File: config.mk
export PLATFORM = sky130hd
export DESIGN_NAME = fir_ctrl
export DESIGN_NICKNAME = d
export VERILOG_FILES = /design/src/rtl/fir_pkg.sv /design/src/rtl/fir_coef_bank.sv /design/src/rtl/fir_ctrl.sv
export SDC_FILE = /design/constraint.sdc
export NUM_CORES = 1
export LEC_CHECK = 0
export ABC_AREA = 1
export CORE_MARGIN = 10
export CORE_UTILIZATION = 64
export DETAILED_ROUTE_END_ITERATION = 8
export PLACE_DENSITY = 0.94
export SYNTH_ARGS = -nofsm -noshare
export SYNTH_HDL_FRONTEND = slang
export SYNTH_HIERARCHICAL = 1
export SYNTH_SLANG_ARGS = --single-unit
File: constraint.sdc
create_clock -name clk -period 19 [get_ports clk]
set_input_delay 4.75 -clock clk [delete_from_list [all_inputs] [get_ports clk]]
set_output_delay 4.75 -clock clk [all_outputs]
set_load 0.01 [all_outputs]
File: src/rtl/fir_pkg.sv
// fir_pkg: shared FSM state type, width derivations and build-time defaults for fir_ctrl
//   DEF_DATA_WIDTH / DEF_NUM_REGS come from `DATA_WIDTH / `NUM_REGS (16 / 8 when not supplied)
`ifndef DATA_WIDTH
`define DATA_WIDTH 16
`endif
`ifndef NUM_REGS
`define NUM_REGS 8
`endif
package fir_pkg;
   typedef enum logic [1:0] {IDLE, SHIFT, MAC, OUT} state_t;
   localparam int DEF_DATA_WIDTH = `DATA_WIDTH;
   localparam int DEF_NUM_REGS = `NUM_REGS;
   function automatic int acc_width(input int dw, input int cw, input int n);
      return dw + cw + $clog2(n);
   endfunction
   function automatic int frac_bits(input int cw);
      return cw - 1;
   endfunction
endpackage

File: src/rtl/fir_coef_bank.sv
// fir_coef_bank: NUM_REGS x COEF_WIDTH coefficient register file
//   clk, rst         : clock, synchronous active-high reset (clears every entry)
//   we, waddr, wdata : synchronous write, addresses >= NUM_REGS are dropped
//   raddr, rdata     : asynchronous read
module fir_coef_bank #(
   parameter int NUM_REGS = 8,
   parameter int COEF_WIDTH = 16
) (
   input  logic                        clk,
   input  logic                        rst,
   input  logic                        we,
   input  logic [$clog2(NUM_REGS)-1:0] waddr,
   input  logic [COEF_WIDTH-1:0]       wdata,
   input  logic [$clog2(NUM_REGS)-1:0] raddr,
   output logic [COEF_WIDTH-1:0]       rdata
);
   logic [COEF_WIDTH-1:0] mem [NUM_REGS];
   always_ff @(posedge clk)
      if (rst)
         for (int i = 0; i < NUM_REGS; i++) mem[i] <= '0;
      else if (we && 32'(waddr) < NUM_REGS)
         mem[waddr] <= wdata;
   assign rdata = mem[raddr];
endmodule

File: src/rtl/fir_ctrl.sv
// fir_ctrl: sequential FIR controller, one multiply-accumulate per cycle over an external shift register
//   clk, rst                      : clock, synchronous active-high reset
//   s_valid, s_ready, s_data      : input sample handshake
//   sr_shift_en, sr_data_in       : shift-register advance strobe and sample presented to it
//   sr_taps                       : shift-register taps, tap 0 (newest) in the low DATA_WIDTH bits
//   coef_we, coef_addr, coef_wdata: coefficient write port, honoured only while idle
//   m_valid, m_ready, m_data      : filtered result handshake
//   m_sat                         : result was clipped
//   busy                          : controller not idle
//   FIR_CTRL_SAT_EN               : when defined, results saturate; otherwise they wrap and m_sat stays 0
module fir_ctrl
   import fir_pkg::*;
#(
   parameter int DATA_WIDTH = DEF_DATA_WIDTH,
   parameter int NUM_REGS = DEF_NUM_REGS,
   parameter int COEF_WIDTH = 16
) (
   input  logic                          clk,
   input  logic                          rst,
   input  logic                          s_valid,
   output logic                          s_ready,
   input  logic [DATA_WIDTH-1:0]         s_data,
   output logic                          sr_shift_en,
   output logic [DATA_WIDTH-1:0]         sr_data_in,
   input  logic [DATA_WIDTH*NUM_REGS-1:0] sr_taps,
   input  logic                          coef_we,
   input  logic [$clog2(NUM_REGS)-1:0]   coef_addr,
   input  logic [COEF_WIDTH-1:0]         coef_wdata,
   output logic                          m_valid,
   input  logic                          m_ready,
   output logic [DATA_WIDTH-1:0]         m_data,
   output logic                          m_sat,
   output logic                          busy
);
   localparam int AW = $clog2(NUM_REGS);
   localparam int ACC_W = acc_width(DATA_WIDTH, COEF_WIDTH, NUM_REGS);
   localparam int FRAC = frac_bits(COEF_WIDTH);
   state_t state;
   logic [AW-1:0] tap_idx;
   logic [DATA_WIDTH-1:0] sample;
   logic signed [ACC_W-1:0] acc;
   logic signed [DATA_WIDTH+COEF_WIDTH-1:0] prod;
   logic [COEF_WIDTH-1:0] coef;
   logic [DATA_WIDTH-1:0] narrow;
   logic sat;
   fir_coef_bank #(.NUM_REGS(NUM_REGS), .COEF_WIDTH(COEF_WIDTH)) u_coef (
      .clk(clk),
      .rst(rst),
      .we(coef_we && state == IDLE),
      .waddr(coef_addr),
      .wdata(coef_wdata),
      .raddr(tap_idx),
      .rdata(coef)
   );
   assign prod = $signed(sr_taps[tap_idx*DATA_WIDTH +: DATA_WIDTH]) * $signed(coef);
   assign s_ready = state == IDLE;
   assign busy = state != IDLE;
   assign sr_shift_en = state == SHIFT;
   assign sr_data_in = sample;
`ifdef FIR_CTRL_SAT_EN
   // the shifted result fits only if every bit above its sign bit matches the sign bit
   assign sat = !(&acc[ACC_W-1:FRAC+DATA_WIDTH-1] || !(|acc[ACC_W-1:FRAC+DATA_WIDTH-1]));
   assign narrow = sat ? {acc[ACC_W-1], {(DATA_WIDTH-1){~acc[ACC_W-1]}}} : acc[FRAC+DATA_WIDTH-1:FRAC];
`else
   assign sat = 1'b0;
   assign narrow = acc[FRAC+DATA_WIDTH-1:FRAC];
`endif
   always_ff @(posedge clk)
      if (rst) begin
         state <= IDLE;
         acc <= '0;
         tap_idx <= '0;
         sample <= '0;
         m_valid <= 1'b0;
         m_data <= '0;
         m_sat <= 1'b0;
      end else
         case (state)
            IDLE:
               if (s_valid) begin
                  sample <= s_data;
                  state <= SHIFT;
               end
            SHIFT: begin
               acc <= '0;
               tap_idx <= '0;
               state <= MAC;
            end
            MAC: begin
               acc <= acc + ACC_W'(prod);
               tap_idx <= tap_idx + 1'b1;
               if (32'(tap_idx) == NUM_REGS - 1) state <= OUT;
            end
            default:
               // first OUT cycle registers the narrowed result, then it is held until taken
               if (!m_valid) begin
                  m_valid <= 1'b1;
                  m_data <= narrow;
                  m_sat <= sat;
               end else if (m_ready) begin
                  m_valid <= 1'b0;
                  state <= IDLE;
               end
         endcase
endmodule

==> impl_metrics.env <==
export IMPL_outcome="complete, no violations"
export IMPL_startpoint_type="input port"
export IMPL_synthToLayoutAreaGrowth_pct=13.1
export IMPL_cts_setup_buffers=0
export IMPL_num_vias=18378
export IMPL_hp_class="reg -> reg"
export IMPL_pre_cts_ws_ns=7.51
export IMPL_worst_pin_slew_ns=1.24
export IMPL_fin_setup_tns_ns=0
export IMPL_dr_pass1_iters=6
export IMPL_async_flop_share_pct=0
export IMPL_nets=3286
export IMPL_fin_area_um2=23300
export IMPL_criticalPathCategory="in -> reg"
export IMPL_layout_setup_ws_ns=7.82
export IMPL_avgViaCountPerCell=5.84
export IMPL_ioPinCount=205
export IMPL_synth_area_leaders="fa_1 28%, edfxtp_1 19%, inv_1 10%, nand2_1 9.4%, nor2_1 7.6%"
export IMPL_cts_root_buf="clkbuf_16"
export IMPL_die_area_um2=39800
export IMPL_maxCapViolations=0
export IMPL_cts_hold_buf=0
export IMPL_cts_max_level=4
export IMPL_ys_flop_type="edfxtp_1"
export IMPL_die_w_um=199
export IMPL_clk_pin_slew_ns=0.08
export IMPL_arrival_ns=11.49
export IMPL_core_area_um2=31600
export IMPL_drc=0
export IMPL_gp_congestion=1.05
export IMPL_synth_top_area_share_pct=27.7
export IMPL_synthCells=2596
export IMPL_reg2reg_slack_ns=10.23
export IMPL_hold_viol_final=0
export IMPL_critical_path_endpoint="acc[23]"
export IMPL_period_minus_slack_ns=11.18
export IMPL_crit_fanout=9
export IMPL_dp_final_hpwl_um=50000
export IMPL_reg2regPathDepth=24
export IMPL_antennaDiodeCount=0
export IMPL_dpl_cell_area_um2=22700
export IMPL_row_count=65
export IMPL_max_freq_ghz=0.0894
export IMPL_cp_required_ns=19.31
export IMPL_yosysTopAreaCell="fa_1"
export IMPL_grt_pass1_vias=19080
export IMPL_fin_crit_sh_pct=58.9
export IMPL_cts_resized=0
export IMPL_die_h_um=199
export IMPL_skew_ns=0.0145
export IMPL_grt_pass1_wl_um=102000
export IMPL_overflow=0
export IMPL_synth_seq_cells=197
export IMPL_syn_nets=3151
export IMPL_drt_iter0_drc=1973
export IMPL_ys_warn_count=6
export IMPL_regToRegStartpoint="tap_idx[0]"
export IMPL_clk_latency_ns=0.45
export IMPL_grt_total_usage_pct=33.0
export IMPL_cts_max_path_buffers=2
export IMPL_synth_edff_count=128
export IMPL_wl_per_cell_um=20.5
export IMPL_port_buffers=203
export IMPL_slew_violations=0
export IMPL_synth_area_um2=20600
export IMPL_drt_total_wl_um=64600
export IMPL_critPathLaunch="sr_taps[108]"
export IMPL_cts_tree="yes"
export IMPL_grt_max_degree=67
export IMPL_reg2reg_to="acc[23]"
export IMPL_final_layout_size_suffix_gt1_share_pct=3.02
export IMPL_crit_path_end_kind="flop"
export IMPL_cts_buffers=17
export IMPL_finalSetupViolCount=0
export IMPL_relSlewSlack_pct=17.3
export IMPL_initial_core_util_pct=65.1
export IMPL_cts_sinks=197
export IMPL_min_delay_path_depth=2
export IMPL_synth_seq_area_share_pct=25.4
export IMPL_avgSynthCellArea_um2=7.93
export IMPL_ys_types=41
export IMPL_rsz0062_at_grt="no"
export IMPL_antenna_found_initial=0
export IMPL_ant_nets=0
==> metrics by stage <==
stage	hold WS, ns	instances	utilization, %
floorplan	0.445	2596	-
detailed placement	0.464	3114	71.8
CTS	0.477	3146	73.7
global placement	0.456	3114	71.8
finish	0.475	3146	73.7
global route	0.505	3146	73.7
==> kinds of logic (layout without fill, tap and decap cells) <==
kind of cell / after synthesis / after routing / share of synthesized area, %
buf+inv: 678 / 826 / 12.9
other cells: 1 / 1 / 0.0182
fa+ha+maj: 387 / 387 / 33.9
simple gates: 1073 / 1073 / 20.7
flops: 197 / 197 / 25.4
xor+xnor: 2 / 2 / 0.0851
compound gates: 258 / 258 / 7.03
==> placed cells by master (no fill, tap or decap), drive strengths merged, types with 6 or more instances in the layout <==
cell and instances:
nor2 418, nor3 8, a21oi 78, clkbuf 19
fa 285, nand2 528, clkinv 6, edfxtp 128
inv 591, dfxtp 69, clkdlybuf4s50 203, ha 102
buf 6, nand4 7, o21ai 134, nand3 103
o221ai 30
==> routing by layer <==
| metal | share of wire [%] | up-vias | GRT usage, % |
|---|---|---|---|
| met4 | 4.4 | 0 | 14.2 |
| met3 | 12 | 239 | 8.34 |
| met1 | 36 | 8777 | 39.4 |
| li1 | - | 8107 | - |
| met5 | 0 | - | 0 |
| met2 | 48 | 1255 | 55.7 |
==> how the worst min path moves through the flow <==
stage,from,end,slack (ns)
2_1_floorplan,acc[15],acc[15],0.45
3_3_place_gp,acc[15],acc[15],0.46
3_5_place_dp,acc[0],acc[0],0.46
4_1_cts,acc[0],acc[0],0.48
5_1_grt,acc[11],acc[11],0.50
6_report,acc[15],acc[15],0.48
==> final cells by class <==
cell class                 count  area (µm²)
timing repair buffer         209        2080
tap                          402         503
clock inverter                13         133
clock buffer                  19         443
sequential                   197        5230
inverter                     585        2200
multi-input combinational   1721       12700
fill                        2181        8330
==> cell usage after synthesis, types with 2 or more instances <==
library cell,count
dfxtp_1,69
buf_4,2
nor2_1,416
nand3_1,100
inv_1,559
o21ai_1,8
nor3_1,8
a21oi_1,76
o221ai_1,30
nand3_2,3
fa_1,285
buf_2,17
o21ai_0,125
a211oi_1,2
buf_6,10
nand4_1,7
a31oi_1,5
inv_2,24
clkbuf_1,59
a21oi_2,2
clkinv_1,2
a21boi_1,2
edfxtp_1,128
ha_1,102
o21bai_1,3
nand3b_1,3
buf_1,5
nand2_1,517
a21o_1,2
or2_1,4
nor2_4,2
nand2_2,10
==> flip-flops by register name, indices dropped and copies added, names as in the netlist <==
signal / cells
sr_data_in: 16
acc: 31
state: 2
tap_idx: 3
m_data: 16
m_valid: 1
u_coef/mem: 128
==> worst max-delay path, stage by stage <==
cell and delay [ns]:
clkdlybuf4s50_1 0.50, o21ai_0 0.13, o221ai_1 0.35, nand2_1 0.36, inv_2 0.27, nand2_1 0.11, fa_1 0.57, inv_1 0.06
fa_1 0.51, fa_1 0.57, fa_1 0.46, fa_1 0.51, inv_1 0.05, fa_1 0.49, inv_1 0.05, ha_1 0.37
nand2_1 0.16, nor4_1 0.53, nand4_1 0.16, nand3_1 0.19, a21oi_1 0.09, o21ai_0 0.15, a21oi_1 0.10
Power is not shown: default switching activity piles up to over one toggle a cycle in this logic, so the estimate is an artifact.
==> RTL edit (same flow settings) <==
Make the reset (`rst`) asynchronous in 2 clocked blocks. Comments in the files are not updated.
--- a/src/rtl/fir_coef_bank.sv
+++ b/src/rtl/fir_coef_bank.sv
@@ -15,7 +15,7 @@
    output logic [COEF_WIDTH-1:0]       rdata
 );
    logic [COEF_WIDTH-1:0] mem [NUM_REGS];
-   always_ff @(posedge clk)
+   always_ff @(posedge clk or posedge rst)
       if (rst)
          for (int i = 0; i < NUM_REGS; i++) mem[i] <= '0;
       else if (we && 32'(waddr) < NUM_REGS)
--- a/src/rtl/fir_ctrl.sv
+++ b/src/rtl/fir_ctrl.sv
@@ -65,7 +65,7 @@
    assign sat = 1'b0;
    assign narrow = acc[FRAC+DATA_WIDTH-1:FRAC];
 `endif
-   always_ff @(posedge clk)
+   always_ff @(posedge clk or posedge rst)
       if (rst) begin
          state <= IDLE;
          acc <= '0;
Check against the original RTL: differs if rst is asserted again (counterexample within 4 cycles, from zero or initial values and one cycle with rst high); with rst held inactive, the same outputs for 4 cycles.
==> RTL edit against the original RTL <==
Sequential share of layout area shrank 1.4 points; sequential cell count is the same; non-clock buffer count rose by 4; routed wire length increased by 4.4%; global-route usage is 1.7 points higher; final cell count up 0.64%; area after synthesis rose by 0.32%; maximum frequency down 0.56%; worst setup slack lost 0.063 ns; final area rose by 0.59%; critical endpoint is now acc[23].
Power is left out: the tool's default activity adds up to more than one toggle a clock period on the data nets, which glitch-free logic cannot reach.
==> RTL edit: results <==
INSERT INTO impl_metrics (metric_group, metric, value, unit) VALUES
('setup_path', 'r2r-start', 'tap_idx[0]', ''),
('synthesis', 'post_synthesis_adder_cell_area_fraction', '0.3379', ''),
('routing', 'met3_wirelength', '9005', 'um'),
('synthesis', 'synth-compound-area-share', '0.09337', ''),
('final_layout', 'num-nets-final', '3306', ''),
('status', 'status', 'completed', ''),
('synthesis', 'synthDistinctLibCells', '48', ''),
('setup_path', 'critical-path-max-stage-delay', '0.80', 'ns'),
('synthesis', 'synthTopCellsByArea', 'sky130_fd_sc_hd__fa_1 28%, sky130_fd_sc_hd__dfrtp_1 24%, sky130_fd_sc_hd__nand2_1 12%', ''),
('placed_design', 'gpl.final_weighted_congestion', '1.003', ''),
('hold_path', 'min_from', 'u_coef/mem[107]', ''),
('synthesis', 'avgSynthCellArea', '7.893', 'um^2'),
('setup_path', 'crit_path_max_fanout', '10', ''),
('setup_path', 'timing.reg2reg.worst_path_depth', '25', ''),
('setup_path', 'worst-endpoint-arrival', '11.56', 'ns'),
('synthesis', 'syn_nets', '3173', ''),
('grt', 'grt_max_degree', '93', ''),
('grt', 'met2_usage', '0.5608', ''),
('hold_path', 'min_delay_worst_endpoint', 'u_coef/mem[107]', ''),
('final_layout', 'final_cells', '3166', ''),
('routing', 'met1Wirelength', '24200', 'um'),
('routing', 'dr.first_iter.drc_count', '2260', ''),
('timing', 'worst_clock_skew', '0.01467', 'ns'),
('routing', 'totalWireLength', '67390', 'um'),
('final_layout', 'fillCellCount', '2169', '');
-- RTL edit: layout make-up --
class / instances / area, um^2 / share of cell area
multi-input cells: 1744 / 13130 / 0.5599
flip-flops and latches: 197 / 4935 / 0.2105
inverters: 578 / 2175 / 0.09276
repair buffers: 213 / 2107 / 0.08988
well taps: 402 / 503.0 / 0.02146
clock buffers: 17 / 425.4 / 0.01815
clock inverters: 15 / 171.4 / 0.007312
-- RTL edit: worst max path at each step --
stage / start / endpoint / depth (start not counted) / slack (ns)
finish: sr_taps[79] / acc[23] / 26 / 7.75
global route: sr_taps[79] / acc[23] / 26 / 7.46
CTS: sr_taps[79] / acc[23] / 26 / 7.81
detailed placement: sr_taps[79] / acc[23] / 26 / 7.38
global placement: sr_taps[79] / acc[23] / 26 / 7.44
floorplan: sr_taps[63] / acc[27] / 25 / 8.96
